<file path="src/rtl/dm_arbiter_if.sv">
// Request, grant and memory-side signals of the data-memory arbiter.
// Latency: none, wiring only.  Backpressure: req is held until gnt.
// DM_ARB_LOCK_EN adds spi_lock, which keeps the host off the memory.
interface dm_arbiter_if #(
  parameter int ADDR_WIDTH = 7,
  parameter int DATA_WIDTH = 8
);
`ifdef DM_ARB_LOCK_EN
  logic                  spi_lock;
`endif
  logic                  spi_req;
  logic                  spi_we;
  logic [ADDR_WIDTH-1:0] spi_addr;
  logic [DATA_WIDTH-1:0] spi_wdata;
  logic                  spi_gnt;
  logic                  spi_rvalid;
  logic                  host_req;
  logic                  host_we;
  logic [ADDR_WIDTH-1:0] host_addr;
  logic [DATA_WIDTH-1:0] host_wdata;
  logic                  host_gnt;
  logic                  host_rvalid;
  logic [DATA_WIDTH-1:0] rdata;
  logic [ADDR_WIDTH-1:0] dm_addr;
  logic                  dm_we;
  logic [DATA_WIDTH-1:0] dm_wdata;
  logic [DATA_WIDTH-1:0] dm_rdata;

  modport slave (
`ifdef DM_ARB_LOCK_EN
    input  spi_lock,
`endif
    input  spi_req, spi_we, spi_addr, spi_wdata,
    output spi_gnt, spi_rvalid,
    input  host_req, host_we, host_addr, host_wdata,
    output host_gnt, host_rvalid,
    output rdata,
    output dm_addr, dm_we, dm_wdata,
    input  dm_rdata
  );

  modport master (
`ifdef DM_ARB_LOCK_EN
    output spi_lock,
`endif
    output spi_req, spi_we, spi_addr, spi_wdata,
    input  spi_gnt, spi_rvalid,
    output host_req, host_we, host_addr, host_wdata,
    input  host_gnt, host_rvalid,
    input  rdata,
    input  dm_addr, dm_we, dm_wdata,
    output dm_rdata
  );
endinterface

</file>
<file path="src/rtl/dm_arbiter.sv">
// Shares one single-port data memory between the SPI datapath and a local host.
// Latency: req sampled at edge N, gnt in cycle N+1, rvalid/rdata in cycle N+2.
// Backpressure: SPI has fixed priority with a host starvation guard; DM_ARB_LOCK_EN adds spi_lock.
module dm_arbiter #(
  parameter int ADDR_WIDTH   = 7,
  parameter int DATA_WIDTH   = 8,
  parameter int STARVE_LIMIT = 4
) (
  input logic        clk,
  input logic        rst_n,
  dm_arbiter_if.slave bus
);
  localparam int CW = $clog2(STARVE_LIMIT + 1);
  localparam logic [CW-1:0] LIMIT = CW'(STARVE_LIMIT);

  typedef enum logic { IDLE, GRANT } state_t;
  typedef enum logic { SEL_SPI, SEL_HOST } sel_t;

  state_t                state;
  sel_t                  sel;
  logic [CW-1:0]         starve_cnt;
  logic [DATA_WIDTH-1:0] rdata_q;
  logic                  spi_rvalid_q;
  logic                  host_rvalid_q;

  logic                  lock;
  logic                  host_win;
  logic                  spi_win;
  logic                  host_sel;
  logic                  cur_we;
  logic [ADDR_WIDTH-1:0] addr_mux;
  logic [DATA_WIDTH-1:0] wdata_mux;

`ifdef DM_ARB_LOCK_EN
  assign lock = bus.spi_lock;
`else
  assign lock = 1'b0;
`endif

  assign host_win  = bus.host_req && !lock && (!bus.spi_req || starve_cnt == LIMIT);
  assign spi_win   = bus.spi_req && !host_win;
  assign host_sel  = (sel == SEL_HOST);
  assign cur_we    = host_sel ? bus.host_we : bus.spi_we;
  assign addr_mux  = host_sel ? bus.host_addr : bus.spi_addr;
  assign wdata_mux = host_sel ? bus.host_wdata : bus.spi_wdata;

  always_ff @(posedge clk or negedge rst_n) begin
    if (!rst_n) begin
      state         <= IDLE;
      sel           <= SEL_SPI;
      starve_cnt    <= '0;
      rdata_q       <= '0;
      spi_rvalid_q  <= 1'b0;
      host_rvalid_q <= 1'b0;
    end else begin
      spi_rvalid_q  <= 1'b0;
      host_rvalid_q <= 1'b0;
      case (state)
        IDLE: begin
          if (host_win || spi_win) begin
            sel   <= host_win ? SEL_HOST : SEL_SPI;
            state <= GRANT;
          end
          // A lost host decision ages the host; a lock, a host win or no host request resets it.
          if (bus.host_req && spi_win && !lock)
            starve_cnt <= (starve_cnt == LIMIT) ? LIMIT : starve_cnt + 1'b1;
          else
            starve_cnt <= '0;
        end
        GRANT: begin
          if (!cur_we) begin
            rdata_q <= bus.dm_rdata;
            if (host_sel) host_rvalid_q <= 1'b1;
            else          spi_rvalid_q  <= 1'b1;
          end
          state <= IDLE;
        end
        default: state <= IDLE;
      endcase
    end
  end

  // Reset forces IDLE asynchronously, so a write in flight loses dm_we before the edge.
  assign bus.spi_gnt     = (state == GRANT) && !host_sel;
  assign bus.host_gnt    = (state == GRANT) && host_sel;
  assign bus.dm_we       = (state == GRANT) && cur_we;
  assign bus.dm_addr     = addr_mux;
  assign bus.dm_wdata    = wdata_mux;
  assign bus.rdata       = rdata_q;
  assign bus.spi_rvalid  = spi_rvalid_q;
  assign bus.host_rvalid = host_rvalid_q;
endmodule

</file>
<file path="src/flat_wrapper.sv">
// flat-port wrapper written by rule: the top's interface ports become plain ports
module dm_arbiter_flat 
#(
  parameter int ADDR_WIDTH   = 7,
  parameter int DATA_WIDTH   = 8,
  parameter int STARVE_LIMIT = 4
)
  (clk, rst_n, bus_spi_req, bus_spi_we, bus_spi_addr, bus_spi_wdata, bus_spi_gnt, bus_spi_rvalid, bus_host_req, bus_host_we, bus_host_addr, bus_host_wdata, bus_host_gnt, bus_host_rvalid, bus_rdata, bus_dm_addr, bus_dm_we, bus_dm_wdata, bus_dm_rdata);
  dm_arbiter_if #(.ADDR_WIDTH(ADDR_WIDTH), .DATA_WIDTH(DATA_WIDTH)) bus_i ();
  input logic clk;
  input logic rst_n;
  input wire logic [$bits(bus_i.spi_req)-1:0] bus_spi_req;
  input wire logic [$bits(bus_i.spi_we)-1:0] bus_spi_we;
  input wire logic [$bits(bus_i.spi_addr)-1:0] bus_spi_addr;
  input wire logic [$bits(bus_i.spi_wdata)-1:0] bus_spi_wdata;
  output wire logic [$bits(bus_i.spi_gnt)-1:0] bus_spi_gnt;
  output wire logic [$bits(bus_i.spi_rvalid)-1:0] bus_spi_rvalid;
  input wire logic [$bits(bus_i.host_req)-1:0] bus_host_req;
  input wire logic [$bits(bus_i.host_we)-1:0] bus_host_we;
  input wire logic [$bits(bus_i.host_addr)-1:0] bus_host_addr;
  input wire logic [$bits(bus_i.host_wdata)-1:0] bus_host_wdata;
  output wire logic [$bits(bus_i.host_gnt)-1:0] bus_host_gnt;
  output wire logic [$bits(bus_i.host_rvalid)-1:0] bus_host_rvalid;
  output wire logic [$bits(bus_i.rdata)-1:0] bus_rdata;
  output wire logic [$bits(bus_i.dm_addr)-1:0] bus_dm_addr;
  output wire logic [$bits(bus_i.dm_we)-1:0] bus_dm_we;
  output wire logic [$bits(bus_i.dm_wdata)-1:0] bus_dm_wdata;
  input wire logic [$bits(bus_i.dm_rdata)-1:0] bus_dm_rdata;
  assign bus_i.spi_req = bus_spi_req;
  assign bus_i.spi_we = bus_spi_we;
  assign bus_i.spi_addr = bus_spi_addr;
  assign bus_i.spi_wdata = bus_spi_wdata;
  assign bus_spi_gnt = bus_i.spi_gnt;
  assign bus_spi_rvalid = bus_i.spi_rvalid;
  assign bus_i.host_req = bus_host_req;
  assign bus_i.host_we = bus_host_we;
  assign bus_i.host_addr = bus_host_addr;
  assign bus_i.host_wdata = bus_host_wdata;
  assign bus_host_gnt = bus_i.host_gnt;
  assign bus_host_rvalid = bus_i.host_rvalid;
  assign bus_rdata = bus_i.rdata;
  assign bus_dm_addr = bus_i.dm_addr;
  assign bus_dm_we = bus_i.dm_we;
  assign bus_dm_wdata = bus_i.dm_wdata;
  assign bus_i.dm_rdata = bus_dm_rdata;
  dm_arbiter #(.ADDR_WIDTH(ADDR_WIDTH), .DATA_WIDTH(DATA_WIDTH), .STARVE_LIMIT(STARVE_LIMIT)) u_core (.clk(clk), .rst_n(rst_n), .bus(bus_i));
endmodule
</file>
<file path="config.mk">
export PLATFORM = sky130hd
export DESIGN_NAME = dm_arbiter_flat
export DESIGN_NICKNAME = d
export VERILOG_FILES = /design/src/rtl/dm_arbiter_if.sv /design/src/rtl/dm_arbiter.sv /design/src/flat_wrapper.sv
export SDC_FILE = /design/constraint.sdc
export NUM_CORES = 1
export LEC_CHECK = 0
export CAP_MARGIN = 10
export CORE_MARGIN = 2
export CORE_UTILIZATION = 31
export CTS_CLUSTER_DIAMETER = 80
export DETAILED_ROUTE_END_ITERATION = 16
export PLACE_DENSITY = 0.92
export SETUP_SLACK_MARGIN = 0.5
export SLEW_MARGIN = 15
export SYNTH_ARGS = -nofsm -noshare
export SYNTH_HDL_FRONTEND = slang
export SYNTH_SLANG_ARGS = --single-unit
export TNS_END_PERCENT = 50
</file>
<file path="constraint.sdc">
create_clock -name clk -period 1.6 [get_ports clk]
set_input_delay 0.32 -clock clk [delete_from_list [all_inputs] [get_ports clk]]
set_output_delay 0.32 -clock clk [all_outputs]
set_load 0.05 [all_outputs]
</file>
==> run metrics, run 1 <==
Final Hold Vio Count 0; CP Data Arrival Time 1440 ps; worst setup margin -165 ps; most frequent cells after synthesis mux2_2, dfrtp_1, nand2_1, nor2_1, inv_1; initial DRC count 25; top-count cell post-synth mux2_2; FF-to-FF setup slack 10 ps; die height 55.0 µm; leakage power 0.870 nW; Cell Area, Placed 1670 µm²; reg-to-reg critical path startpoint u_core.host_sel; Most used DFF post-synth dfrtp_1; setup violators final 17; R2R cell count 5; Slew @ Worst Pin 248 ps; Top-Level Pins 72; Congestion Overflow GR 0; post-synth net total 114; Synth area leader dfrtp_1; Max Slew Vio Count 0; Area Growth Syn to Fin 140%; Synth cell types 22; Cell Pwr Density 1150 nW/µm²; DR WL/cell 21.0 µm; starting density of the core 32.6%; register area 378 µm²; status finished with violations; nets 196; PortBufs 71; area of the multi-input gates 532 µm²; Syn Inst Count 68; Critical Path RT 1280 ps; vias in the first global route 911; CTS tree yes; Post-CTS Hold Fix Bufs 0; drt first pass iters 4; CTS Buffer Depth 2; RSZ-0062 raised after global routing true; Slew HR 83.2%; Core Area 2480 µm²; Layout fillers 138; CP Launch Type register; Yosys warnings 0; # DRC 0; CP Class register to primary output; syn_area_per_cell 11.9 µm²; Worst Setup End Kind primary output; #FFs+latches synth 15; Seq/Total Area, Yosys 46.5%; initial antenna violation count 0; Max-cap violations 0; Design Area, Final 1940 µm²; violated checks setup timing; maximum clock rate 0.567 GHz; Reg clk slew, reported paths 100 ps; crit path time final 1760 ps; DR vias 883; ANT cells 0; Routed WL 3.76 mm; final period utilization 110%; H-Tree Depth 1; Post-synth EDFFs 0; Vias/cell 4.93; final RePlAce weighted congestion 0.730; die area 3030 µm²; # rows 18; Clock Skew 1.00 ps; synthesized area 807 µm²; chip width 55.0 µm; pin count of the biggest net entering global routing 16; worst skew pair latency 290 ps; remaining antenna violation count 0; Hold WC Path Type input pin to asynchronous set/reset pin; synth top area cells dfrtp_1, mux2_2, ha_1; Synth top area share 46.5%; worst reg2reg path endpoint u_core.bus.rdata[4]; ys async rst share 100%; clk sink count 15; CTS root buf clkbuf_4; global-route total usage across every layer 22.0%; share of cells above drive strength 1 49.7%; global-route wire length before repair 4.54 mm; hpwl dp 2.11 mm; Crit Path Max Fanout 5; WHS 382 ps; Peak VDD IR 0.00113 V; Num CTS Buffers 3
state kept, by name (all words and copies together), names as in the netlist:
signal,count
u_core.bus.host_rvalid,1
u_core.bus.rdata,8
u_core.bus.spi_rvalid,1
u_core.host_sel,1
u_core.starve_cnt,3
u_core.state,1
cell usage in the layout (no fill, tap or decap), types with 2 or more instances in the layout:
| cell | count |
|---|---|
| buf_4 | 4 |
| clkbuf_4 | 3 |
| mux2_4 | 18 |
| dfrtp_2 | 2 |
| dfrtp_1 | 13 |
| buf_12 | 10 |
| inv_1 | 2 |
| nor2_4 | 2 |
| nor2_1 | 2 |
| mux2_2 | 5 |
| buf_8 | 9 |
| nand2_1 | 5 |
| clkdlybuf4s50_1 | 43 |
| buf_6 | 13 |
cell type report:
cell class / count / area share (%)
Multi-Input combinational cell: 47 / 27.5
Timing Repair Buffer: 79 / 48.6
Sequential cell: 15 / 19.5
Clock inverter: 1 / 0.258
Clock buffer: 3 / 1.16
Inverter: 4 / 1.03
Tap cell: 30 / 1.94
logic make-up (layout without fill, tap and decap cells):
logic type,after synthesis,after routing,share of synthesized area (%)
AO/OA/AOI/OAI,6,6,4.81
adder cells (fa/ha/maj),2,2,3.10
buffers and inverters,6,87,3.41
flip-flops,15,15,46.5
multiplexers,24,24,33.3
AND/OR/NAND/NOR,15,15,8.84
critical path, cell delays in order, from the launching register on:
cell	delay [ps]
dfrtp_2	500
buf_6	170
mux2_4	330
buf_8	160
power breakdown:
| group | switching [mW] | internal, mW | total, mW |
|---|---|---|---|
| Combinational | 0.756 | 0.685 | 1.44 |
| Sequential | 0.0936 | 0.460 | 0.554 |
| Clock | 0.136 | 0.0931 | 0.230 |
per-stage QoR:
step	std cells	total power, mW	TNS (ps)	worst slack [ps]	utilization, %
global placement	170	1.69	-649	-81.3	67.3
CTS	177	2.11	-1400	-101	76.1
detailed placement	170	1.71	-1150	-145	67.3
global route	179	2.29	-2640	-172	78.2
floorplan	68	1.25	0	238	-
finish	179	2.23	-2400	-165	78.2
worst max-delay path by stage:
stage / slack, ps / startpoint / end
6_report: -160 / u_core.host_sel / bus_dm_addr[6]
5_1_grt: -170 / u_core.host_sel / bus_dm_addr[6]
4_1_cts: -100 / u_core.host_sel / bus_dm_addr[0]
3_5_place_dp: -140 / bus_host_we / u_core.bus.rdata[1]
3_3_place_gp: -80 / bus_host_we / u_core.bus.rdata[5]
2_1_floorplan: 240 / u_core.host_sel / bus_dm_addr[0]
layer usage:
metal	vias to the layer above	track usage, %	part of all wire, %	wire length, µm
met1	427	24.5	39	1460
met3	6	2.96	6.4	239
met2	49	41.7	53	1980
met5	-	0	0	0
met4	0	8.94	2.1	78
li1	401	-	-	-
repair_timing:
action / 4_1_cts / 5_1_grt
endpoints found under the setup margin: 38 / 40
gates resized for setup: 47 / 9
buffers inserted: 2 / 2
pin swaps: 5 / 5
cloned: 1 / 0
Note: power is estimated with default switching activity, not from simulation.
==> run 2: changes to the inputs <==
CORE_MARGIN = 4   (was 2)
==> run 2 against run 1 <==
Compared with the run above: the run still ends with setup timing left; worst hold slack got worse by 110 ps; non-clock buffer count fell by 3; via count fell by 3.9%; worst setup slack gained 30 ps; flip-flop and latch count unchanged; count of clock-buffer cells in the layout rose by 1; sequential power shrank 2%; first-iteration DRC count decreased by 40%; combinational power decreased by 6%; critical path depth stayed put; largest cell class unchanged.
==> run metrics, run 2 (synthesis results as in run 1) <==
Core Area 2480 µm² (unchanged); Clock Skew 3.74 ps (was 1.00 ps); die area 3480 µm² (was 3030 µm²); worst skew pair latency 300 ps (was 290 ps); CTS root buf clkbuf_4 (unchanged); register area 378 µm² (unchanged); clock share of power 10.9% (was 10.3%); Final Hold Vio Count 0 (unchanged); Top-Level Pins 72 (unchanged); DR WL/cell 19.8 µm (was 21.0 µm); Slew @ Worst Pin 237 ps (was 248 ps); remaining antenna violation count 0 (unchanged); violated checks setup timing (unchanged); setup violators final 16 (was 17); global-route wire length before repair 4.94 mm (was 4.54 mm); # rows 18 (unchanged); CP Data Arrival Time 1410 ps (was 1440 ps); Routed WL 3.49 mm (was 3.76 mm); # DRC 0 (unchanged); hpwl dp 2.32 mm (was 2.11 mm); Slew HR 83.9% (was 83.2%); status finished with violations (unchanged); global-route total usage across every layer 19.8% (was 22.0%); clk sink count 15 (unchanged); maximum clock rate 0.576 GHz (was 0.567 GHz); H-Tree Depth 1 (unchanged); final cell count without fillers 176 (was 179); final RePlAce weighted congestion 0.736 (was 0.730); Sequential Power Share 25.4% (was 24.9%); CTS Buffer Depth 2 (unchanged); drt first pass iters 2 (was 4); max reg flops 8 (unchanged); Comb power frac 63.7% (was 64.8%); Vias/cell 4.82 (was 4.93); Max-cap violations 0 (unchanged); starting density of the core 32.6% (unchanged); vias in the first global route 944 (was 911); Critical Path RT 1280 ps (about the same); CP Class register to primary output (unchanged); final period utilization 108% (was 110%); Peak VDD IR 0.00127 V (was 0.00113 V); pin count of the biggest net entering global routing 16 (unchanged); Post-CTS Hold Fix Bufs 0 (unchanged); crit path time final 1730 ps (was 1760 ps); Sum Neg Setup Slack -2030 ps (was -2400 ps); cell internal pwr 1.19 mW (was 1.24 mW); FF-to-FF setup slack 140 ps (was 10 ps); Hold WC Path Type input pin to register (was input pin to asynchronous set/reset pin); Congestion Overflow GR 0 (unchanged); die height 59.0 µm (was 55.0 µm); area of the multi-input gates 504 µm² (was 532 µm²); Pwr Total 2.13 mW (was 2.23 mW); Reg clk slew, reported paths 90 ps (was 100 ps); CTS tree yes (unchanged); hold_sp bus_spi_req; R2R cell count 4 (was 5); Max Slew Vio Count 0 (unchanged); DR vias 849 (was 883); Sw Ratio 44.1% (was 44.3%); Area Growth Syn to Fin 132% (was 140%); chip width 59.0 µm (was 55.0 µm); ANT cells 0 (unchanged); worst setup margin -135 ps (was -165 ps); commonest non-fill, non-tap cell in the layout clkdlybuf4s50_1 (unchanged); hold path depth 2; Worst Setup End Kind primary output (unchanged); commonest non-fill, non-tap cells in the layout clkdlybuf4s50_1, buf_6, dfrtp_1 (was clkdlybuf4s50_1, mux2_4, buf_6, dfrtp_1, buf_12); share of cells above drive strength 1 47.9% (was 49.7%); Crit Path Max Fanout 9 (was 5); worst reg2reg path endpoint u_core.bus.rdata[0] (was u_core.bus.rdata[4]); Layout fillers 139 (was 138); nets 193 (was 196); reg-to-reg critical path startpoint u_core.host_sel (unchanged); initial DRC count 15 (was 25); Cell Pwr Density 1140 nW/µm² (was 1150 nW/µm²); PortBufs 71 (unchanged); WHS Endpoint u_core.host_sel; leakage power 0.841 nW (was 0.870 nW); RSZ-0062 raised after global routing true (unchanged); Post-Place Cells 170 (unchanged); Num CTS Buffers 3 (unchanged); Psw 940 µW (was 986 µW); CP Launch Type register (unchanged); initial antenna violation count 0 (unchanged)
-- run 2: cell types whose count changed in the layout (fill, tap and decap cells not counted), moves of 2 or more --
cell,previous run,this run
mux2_4,18,12
clkdlybuf4s50_1,43,41
buf_8,9,6
mux2_2,5,11
dlymetal6s2s_1,0,2
-- run 2: timing repair --
| item | CTS | global route |
|---|---|---|
| cloned | 1 | 0 |
| gates resized for setup | 36 | 9 |
| setup buffers | 1 | 0 |
| pin swaps | 4 | 4 |
| setup endpoints to repair | 37 | 38 |
-- run 2: final cells by class --
type,count,area share (%)
Tap cell,30,2.01
Multi-Input combinational cell,47,26.9
Inverter,4,1.07
Timing Repair Buffer,76,48.4
Sequential cell,15,20.2
Clock buffer,4,1.40
-- run 2: per-stage QoR --
step | util, % | instance area (µm²) | hold slack [ps] | setup WS (ps)
finish | 75.6 | 1870 | 268 | -135
global route | 75.6 | 1870 | 268 | -167
CTS | 74.1 | 1840 | 354 | -99.5
detailed placement | 67.3 | 1670 | 497 | -138
global placement | 67.3 | 1670 | 491 | -79.1
floorplan | - | 867 | 24.4 | 238
-- run 2: worst max-delay path by stage --
stage / start / endpoint / slack [ps] / cells past startpoint
3_5_place_dp: bus_host_we / u_core.bus.rdata[2] / -140 / 4
5_1_grt: u_core.host_sel / bus_dm_wdata[7] / -170 / 3
4_1_cts: u_core.host_sel / bus_dm_wdata[3] / -100 / 3
2_1_floorplan: u_core.host_sel / bus_dm_addr[0] / 240 / 3
3_3_place_gp: bus_host_we / u_core.bus.rdata[2] / -80 / 4
6_report: u_core.host_sel / bus_dm_wdata[3] / -130 / 3
-- run 2: worst max-delay path: stages, from the launching register on --
cell and delay [ps]:
dfrtp_2 470, buf_8 170, mux2_4 320, buf_12 150
-- run 2: power by group through the flow --
| stage | combinational [mW] | sequential (mW) | clock, mW |
|---|---|---|---|
| 2_1_floorplan | 0.501 | 0.747 | 0 |
| 3_3_place_gp | 1.18 | 0.515 | 0 |
| 3_5_place_dp | 1.20 | 0.519 | 0 |
| 4_1_cts | 1.32 | 0.529 | 0.218 |
| 5_1_grt | 1.40 | 0.547 | 0.250 |
| 6_report | 1.36 | 0.541 | 0.233 |
-- run 2: layer usage --
| layer | GRT usage (%) | share of wire (%) | wire (µm) |
|---|---|---|---|
| met5 | 0 | 0 | 0 |
| met2 | 38.8 | 56 | 1950 |
| met3 | 3.49 | 5.8 | 204 |
| met1 | 20.6 | 36 | 1250 |
| met4 | 7.12 | 2.5 | 87 |
==> run 3: changes to the inputs <==
CORE_UTILIZATION = 33   (was 31)
PLACE_DENSITY = 0.95   (was 0.92)
clock period = 2 ns   (was 1.6 ns; I/O delays follow)
==> run 3 against run 2 <==
Compared with the run above: the flow now finishes without violations; non-clock buffer count is 1 lower; clock power is 26% lower; design area is 1.5% lower; critical endpoint unchanged.
==> run metrics, run 3 (synthesis results as in run 1) <==
Vias/cell 5.05 (was 4.82); clk sink count 15 (unchanged); Slew HR 56.6% (was 83.9%); CP Class register to primary output (unchanged); DR vias 874 (was 849); pin count of the biggest net entering global routing 16 (unchanged); commonest non-fill, non-tap cells in the layout clkdlybuf4s50_1, mux2_4, dfrtp_1 (was clkdlybuf4s50_1, buf_6, dfrtp_1); # DRC 0 (unchanged); global-route total usage across every layer 21.4% (was 19.8%); Hold WC Path Type input pin to asynchronous set/reset pin (was input pin to register); PortBufs 71 (unchanged); leakage power 0.808 nW (was 0.841 nW); final RePlAce weighted congestion 0.763 (was 0.736); nets 192 (was 193); Worst Setup End Kind primary output (unchanged); max reg flops 8 (unchanged); # rows 17 (was 18); chip width 57.5 µm (was 59.0 µm); CTS root buf clkbuf_4 (unchanged); Top-Level Pins 72 (unchanged); die height 57.5 µm (was 59.0 µm); global-route wire length before repair 5.18 mm (was 4.94 mm); Sum Neg Setup Slack 0 ps (was -2030 ps); crit-path cells buf_8 -> mux2_4 -> buf_12 (unchanged); CP peak stage delay 460 ps (was 470 ps); CTS Buffer Depth 2 (unchanged); WHS 506 ps (was 268 ps); Core Util, Final 81.0% (was 75.6%); Num CTS Buffers 3 (unchanged); Slew @ Worst Pin 649 ps (was 237 ps); status finished clean (was finished with violations); CP Launch Type register (unchanged); critical path's slowest cell dfrtp_2 (unchanged); Core Area 2280 µm² (was 2480 µm²); die area 3300 µm² (was 3480 µm²); maximum clock rate 0.559 GHz; CP Data Arrival Time 1390 ps (was 1410 ps); FF-to-FF setup slack 380 ps (was 140 ps); share of cells above drive strength 1 43.4% (was 47.9%); commonest non-fill, non-tap cell in the layout clkdlybuf4s50_1 (unchanged); final period utilization 89.5%; initial DRC count 18 (was 15); Max Slew Vio Count 0 (unchanged); Final Hold Vio Count 0 (unchanged); Reg clk slew, reported paths 90 ps (about the same); remaining antenna violation count 0 (unchanged); drt first pass iters 2 (unchanged); CTS tree yes (unchanged); worst skew pair latency 280 ps (was 300 ps); RSZ-0062 raised after global routing true (unchanged); Cell Pwr Density 889 nW/µm² (was 1140 nW/µm²); Routed WL 3.44 mm (was 3.49 mm); Clock Skew 9.26 ps (was 3.74 ps); Congestion Overflow GR 0 (unchanged); Crit Path Max Fanout 9 (unchanged); Peak VDD IR 0.000632 V (was 0.00127 V); Critical Path RT 1600 ps (was 1280 ps); ANT cells 0 (unchanged); starting density of the core 35.5% (was 32.6%); initial antenna violation count 0 (unchanged); hpwl dp 2.63 mm (was 2.32 mm); H-Tree Depth 1 (unchanged); Area Growth Syn to Fin 129% (was 132%); setup violators final 0 (was 16); Layout fillers 137 (was 139); crit path time final 1790 ps; Max-cap violations 0 (unchanged); vias in the first global route 1034 (was 944); DR WL/cell 19.9 µm (was 19.8 µm)
[run 3: cell count changes in the layout (fill, tap and decap cells not counted), sizes merged]
cell	delta
clkdlybuf4s50	+2
dlymetal6s2s	-2
dlygate4sd2	+1
clkdlybuf4s15	+9
buf	-11
[run 3: through the flow]
step                area [µm²]  std cells  power [mW]  worst slack [ps]
floorplan                  855         68       0.989               534
detailed placement        1680        167        1.40               162
finish                    1840        173        1.64               210
global placement          1680        167        1.37               223
CTS                       1790        173        1.60               228
global route              1840        173        1.71               170
[run 3: path summary, 6_finish.rpt]
check,from,end,depth (start not counted)
setup / recovery,u_core.host_sel,bus_dm_wdata[3],3
hold / removal,rst_n,u_core.bus.rdata[6],1
setup reg to reg,u_core.host_sel,u_core.bus.rdata[6],5
hold reg to reg,u_core.bus.rdata[7],u_core.bus.rdata[7],1
max in group asynchronous,rst_n,u_core.state,1
min in group clk,u_core.bus.rdata[7],u_core.bus.rdata[7],1
[run 3: power by group]
group	total (mW)	switching, mW	internal (mW)
Combinational	1.06	0.579	0.478
Clock	0.173	0.0952	0.0774
Sequential	0.411	0.0430	0.368
[run 3: timing repair]
action,CTS,global route
endpoints found under the setup margin,36,28
cloned,1,0
buffers inserted,1,0
resized for setup,46,14
hold buffers,0,0
[run 3: cell type report]
cell class | count | area, µm² | area share, %
sequential | 15 | 378 | 20.5
timing repair buffer | 75 | 901 | 48.8
clock buffer | 4 | 26.3 | 1.42
inverter | 4 | 20.0 | 1.09
multi-input combinational | 47 | 484 | 26.3
tap | 28 | 35.0 | 1.90
[run 3: critical path: cells and delay by family, from the launching register on]
family	cells	cell delay [ps]
muxes	1	320
buffers and inverters	2	320
DFF	1	460
[run 3: per-layer routing]
metal | wire length, µm | vias to the layer above | global-route usage (%)
li1 | - | 395 | -
met1 | 1040 | 409 | 19.6
met2 | 1880 | 54 | 40.6
met3 | 337 | 16 | 8.37
met4 | 175 | 0 | 9.60
met5 | 0 | - | 0
